### config.mk
export PLATFORM = sky130hd
export DESIGN_NAME = bitmap_idx_serializer
export DESIGN_NICKNAME = d
export VERILOG_FILES = /design/src/rtl/bitmap_idx_serializer.sv
export SDC_FILE = /design/constraint.sdc
export NUM_CORES = 1
export LEC_CHECK = 0
export CORE_MARGIN = 3
export CORE_UTILIZATION = 40
export DETAILED_ROUTE_END_ITERATION = 10
export GPL_TIMING_DRIVEN = 0
export PLACE_DENSITY = 0.74
export SETUP_SLACK_MARGIN = 0.4
export SLEW_MARGIN = 10
export SYNTH_ARGS = -nofsm -noshare
export SYNTH_HDL_FRONTEND = slang
export SYNTH_SLANG_ARGS = --single-unit
### constraint.sdc
create_clock -name clk -period 1.7 [get_ports clk]
set_input_delay 0.34 -clock clk [delete_from_list [all_inputs] [get_ports clk]]
set_output_delay 0.34 -clock clk [all_outputs]
set_load 0.02 [all_outputs]
### src/rtl/bitmap_idx_serializer.sv
// Walks a bitmap and emits each set bit as one-hot plus binary index on a valid/ready stream.
// Define BITMAP_SER_MSB_FIRST_EN to emit highest set bit first instead of lowest.
module bitmap_idx_serializer #(
    parameter int WIDTH = 8,
    localparam int IDX_W = $clog2(WIDTH)
) (
    input  logic             clk,
    input  logic             rst_n,
    input  logic             iVld,
    output logic             iRdy,
    input  logic [WIDTH-1:0] iDat,
    output logic             oVld,
    input  logic             oRdy,
    output logic [WIDTH-1:0] oOnehot,
    output logic [IDX_W-1:0] oIdx,
    output logic             oLast,
    output logic             oBusy
);

    localparam logic STATE_IDLE = 1'b0;
    localparam logic STATE_SCAN = 1'b1;
    localparam logic [WIDTH-1:0] ONE = {{(WIDTH-1){1'b0}}, 1'b1};

    logic             state_q, state_d;
    logic [WIDTH-1:0] pending_q, pending_d;
    logic [WIDTH-1:0] onehot;
    logic [IDX_W-1:0] idx;
    logic             last;
    logic             pop;
    logic             load;

    always_comb begin
`ifdef BITMAP_SER_MSB_FIRST_EN
        onehot = '0;
        for (int i = 0; i < WIDTH; i++) begin
            if (pending_q[i]) begin
                onehot    = '0;
                onehot[i] = 1'b1;
            end
        end
`else
        onehot = pending_q & (~pending_q + ONE);
`endif
    end

    always_comb begin
        idx = '0;
        for (int i = 0; i < WIDTH; i++) begin
            if (onehot[i]) begin
                idx = i[IDX_W-1:0];
            end
        end
    end

    // Single bit set: clearing the lowest set bit leaves nothing.
    assign last = (pending_q != '0) && ((pending_q & (pending_q - ONE)) == '0);

    assign oVld    = (state_q == STATE_SCAN);
    assign oBusy   = oVld;
    assign oOnehot = onehot;
    assign oIdx    = idx;
    assign oLast   = last;

    assign pop  = oVld & oRdy;
    assign iRdy = (state_q == STATE_IDLE) | (pop & last);
    assign load = iVld & iRdy;

    always_comb begin
        state_d   = state_q;
        pending_d = pending_q;
        if (state_q == STATE_IDLE) begin
            if (load && (iDat != '0)) begin
                pending_d = iDat;
                state_d   = STATE_SCAN;
            end
        end else if (pop) begin
            if (!last) begin
                pending_d = pending_q & ~onehot;
            end else if (load && (iDat != '0)) begin
                pending_d = iDat;
            end else begin
                pending_d = '0;
                state_d   = STATE_IDLE;
            end
        end
    end

    always_ff @(posedge clk or negedge rst_n) begin
        if (!rst_n) begin
            state_q   <= STATE_IDLE;
            pending_q <= '0;
        end else begin
            state_q   <= state_d;
            pending_q <= pending_d;
        end
    end

endmodule

==> impl_metrics.yaml, run 1 <==
floorplanning:
  row_count: 15
  die_width_um: 51.61
  die_h_um: 51.61
  start_util_pct: 45.24
  io_pins: 27
synth:
  yosys.area.top_type: "dfrtp_1"
  synth-seq-cells: 9
  postSynthCellCount: 97
  synth_edf_count: 0
  ys_warn_count: 0
  ys_top_cells_by_area: "dfrtp_1 27%, inv_1 4.1%, buf_4 3.6%, nor2_1 3.6%, a221oi_4 3.2%"
  synthDistinctLibCells: 40
  seq_area_frac_synth_pct: 27.07
  syn_avg_cell_area_um2: 8.578
  yosysTopAreaCellShare_pct: 27.07
  synth-main-ff-cell: "dfrtp_1"
  syn-cell-area_um2: 832.0
  syn_nets: 109
  synth_common_cells: "9 x dfrtp_1, 9 x inv_1, 8 x nor2_1"
  synthArstFlopShare_pct: 100.0
cts:
  cts.sinks: 9
  cts_buffer_depth: 2
  cts_buffers: 3
  h-tree-depth: 1
  cts_root_buffer: "clkbuf_4"
global_routing:
  antenna_found_initial: 0
  grt_max_degree: 11
sta:
  worst-ep-kind: "output port"
  worstEndpointGrtRepair: "iRdy"
outcome:
  stop_stage: "5_1_grt"
  error: "[ERROR DPL-0033] detailed placement checks failed during check placement."
  status: "stopped before the end"
placement:
  pre_cts_ws_ns: -0.5872
  dp_hpwl_um: 1767
  post-place-cells: 148
  gp_congestion: 0.7682
  io_buffers: 26
==> repair_timing <==
action / 4_1_cts
resized for setup: 111
hold buffers: 0
endpoints found under the setup margin: 24
pin swaps: 18
gates cloned: 0
buffers inserted: 26
==> logic make-up after synthesis <==
group	share of synthesized area, %
DFF	27.07
AOI/OAI and AO/OA	30.53
and+or+nand+nor	28.57
buffers and inverters	12.78
xor gates and xnor gates	1.053
==> through the flow <==
| step | utilization, % | instance area (µm²) |
|---|---|---|
| 2_1_floorplan | - | 938.4 |
| 3_3_place_gp | 66.87 | 1230 |
| 3_5_place_dp | 66.87 | 1230 |
| 4_1_cts | 86.19 | 1585 |
==> inputs of run 2 (changes only) <==
Settings changed: CORE_AREA from default to 3 3 64 66, CORE_MARGIN 3 to default, CORE_UTILIZATION 40 to default, DIE_AREA from default to 0 0 67 69, PLACE_DENSITY 0.74 to default, PLACE_DENSITY_LB_ADDON from default to 0.15, SETUP_SLACK_MARGIN 0.4 to default.
Clock period 1.7 ns to 2.2 ns, I/O delays scaled along.
==> impl_metrics.yaml, run 2 <==
route:
  drc: 0
  drtIter0Drc: 36
  wl_um: 2455
  vias_per_cell: 4.960
  final_antenna_net_count: 0
  first_pass_iters: 4
  vias: 873
  wl_per_cell_um: 13.95
worst_setup_path:
  crit_slowest_cell: "or4_4"
  critical_path_buf_inv_count: 3
  cp.required_ns: 1.76
  critPathMaxFanout: 9
  crit_chain: "buf_12, or4_4, nand2_2, o22a_4, inv_2, buf_6"
  path_delay_family: "simple AND/OR/NAND/NOR gates"
  end_kind: "output pin"
  worst_setup_path_start_kind: "flop"
  path_class: "flop to output pin"
  critPathMaxStageDelay_ns: 0.55
  cp_data_arrival_time_ns: 1.71
sta:
  worst_pin_slew_ns: 0.4193
  rsz0062_at_grt: "yes"
  slew-limit-headroom_pct: 71.96
  fmax_mhz: 464.2
  setup_slack_ns: 0.04570
  min_period_ns: 2.154
  finalCritPeriodShare_pct: 97.92
  setup_viol: 0
  final-hold-violation-count: 0
  tns_ns: 0
  fin_worst_skew_ns: 0.006080
  drv_slew: 0
floorplanning:
  die_h_um: 69
  row_count: 22
  core_area_um2: 3633
  start_util_pct: 22.90
  die_width_um: 67
  io_pins: 27
  dieArea_um2: 4623
synth:
  synth_common_cells: "9 x dfrtp_1, 9 x inv_1, 8 x nor2_1"
  synthDistinctLibCells: 40
  ys_warn_count: 0
  ys_top_cells_by_area: "dfrtp_1 27%, inv_1 4.1%, buf_4 3.6%, nor2_1 3.6%, a221oi_4 3.2%"
  synthArstFlopShare_pct: 100.0
  syn_nets: 109
  seq_area_frac_synth_pct: 27.07
  yosysTopAreaCellShare_pct: 27.07
  synth-main-ff-cell: "dfrtp_1"
  synth-seq-cells: 9
  syn-cell-area_um2: 832.0
  syn_avg_cell_area_um2: 8.578
  synth_edf_count: 0
  yosys.area.top_type: "dfrtp_1"
  postSynthCellCount: 97
cts:
  clkLatencyLatePin_ns: 0.23
  cts_buffer_depth: 2
  cts_buffers: 3
  clk_pin_slew_worst_paths_ns: 0.05
  cts_root_buffer: "clkbuf_8"
  cts.sinks: 9
  h-tree-depth: 1
  tritoncts: "yes"
  hold_buffers: 0
finish:
  multiInputGateArea_um2: 564.3
  fillers: 417
  regMostFlops: "pending_q"
  largest_reg_flops: 8
  fin_cells: 176
  layout_commonest_cell: "clkdlybuf4s50_1"
  area_delta_synth_final_pct: 51.73
  fin_util_pct: 34.75
  num_antenna_cells: 0
  drive_gt1_share_pct: 28.13
  layout_common_cells: "15 x clkdlybuf4s50_1, 8 x inv_1, 8 x dfrtp_1"
  final_net_count: 141
  register_area_um2: 226.5
global_routing:
  grt-ovfl-total: 0
  antenna_found_initial: 0
  grt_pass1_vias: 846
  grt_pass1_wl_um: 4105
  grt_max_degree: 12
  grt_usage_pct: 11.30
placement:
  io_buffers: 26
  pre_cts_ws_ns: -0.2725
  gp_congestion: 0.7396
  post-place-cells: 171
  dp_hpwl_um: 1871
power_and_ir_drop:
  vdd_ir_drop_max_mv: 0.3272
  leakage_nw: 0.5421
  total_power_w: 0.001901
  p_per_area_nw_per_um2: 1506
min_path:
  worstHoldPathType: "primary input to async pin"
outcome:
  status: "finished, final reports clean"
job:
  drv_cap: 0
[run 2: cell counts after synthesis]
No cell type changed its count.
[run 2: cell families after synthesis]
family                    after synthesis  synth area share (%)
DFF                                     9                 27.07
and+or+nand+nor                        40                 28.57
xor gates and xnor gates                1                 1.053
buffers and inverters                  16                 12.78
AOI/OAI and AO/OA                      31                 30.53
[run 2: final timing paths]
| kind | from | to | slack (ns) | cells after the start |
|---|---|---|---|---|
| max in group asynchronous | rst_n | pending_q[6] | 1.38 | 1 |
| hold / removal | rst_n | pending_q[7] | 0.51 | 1 |
| setup / recovery | pending_q[4] | oLast | 0.05 | 6 |
| setup reg to reg | pending_q[4] | pending_q[1] | 0.43 | 5 |
| min in group clk | pending_q[1] | pending_q[1] | 0.69 | 2 |
| hold reg to reg | pending_q[1] | pending_q[1] | 0.69 | 2 |
[run 2: timing repair]
item	4_1_cts	5_1_grt
pin swaps	1	6
cloned	0	0
buffers inserted	0	1
resized for setup	27	11
setup endpoints to repair	11	5
[run 2: layer usage]
| layer | global-route usage, % | wire length [µm] |
|---|---|---|
| met4 | 5.405 | 53 |
| met5 | 0 | 0 |
| met1 | 15.80 | 1155 |
| met3 | 2.280 | 167 |
| met2 | 16.27 | 1078 |
[run 2: where the power goes]
| part | internal, W | total, W | switching [W] |
|---|---|---|---|
| clock | 0.000124 | 0.000191 | 0.0000674 |
| combinational | 0.000628 | 0.00136 | 0.000736 |
| sequential | 0.000231 | 0.000346 | 0.000114 |
[run 2: worst reg2reg max path: cells and delay by family (launching register included)]
family / cells / cell delay [ns]
AOI/OAI and AO/OA: 3 / 0.56
and+or+nand+nor: 1 / 0.55
DFF: 1 / 0.39
buffers and inverters: 1 / 0.14
[run 2: metrics by stage]
| stage | area (µm²) | hold slack, ns |
|---|---|---|
| after floorplan | 832.0 | 0.1444 |
| after global routing | 1262 | 0.5478 |
| after CTS | 1221 | 0.5245 |
| final | 1262 | 0.5075 |
| after detailed placement | 1152 | 0.6589 |
| after global placement | 1152 | 0.6504 |
[run 2: final cells by class]
class                           count  share of cell area, %
Buffer                              7                  6.046
Clock buffer                        3                  3.271
Clock inverter                      1                 0.3964
Inverter                            9                  2.676
Multi-Input combinational cell     72                  44.70
Sequential cell                     9                  17.94
Tap cell                           48                  4.757
Timing Repair Buffer               27                  20.22
(Power assumes the default switching activity.)
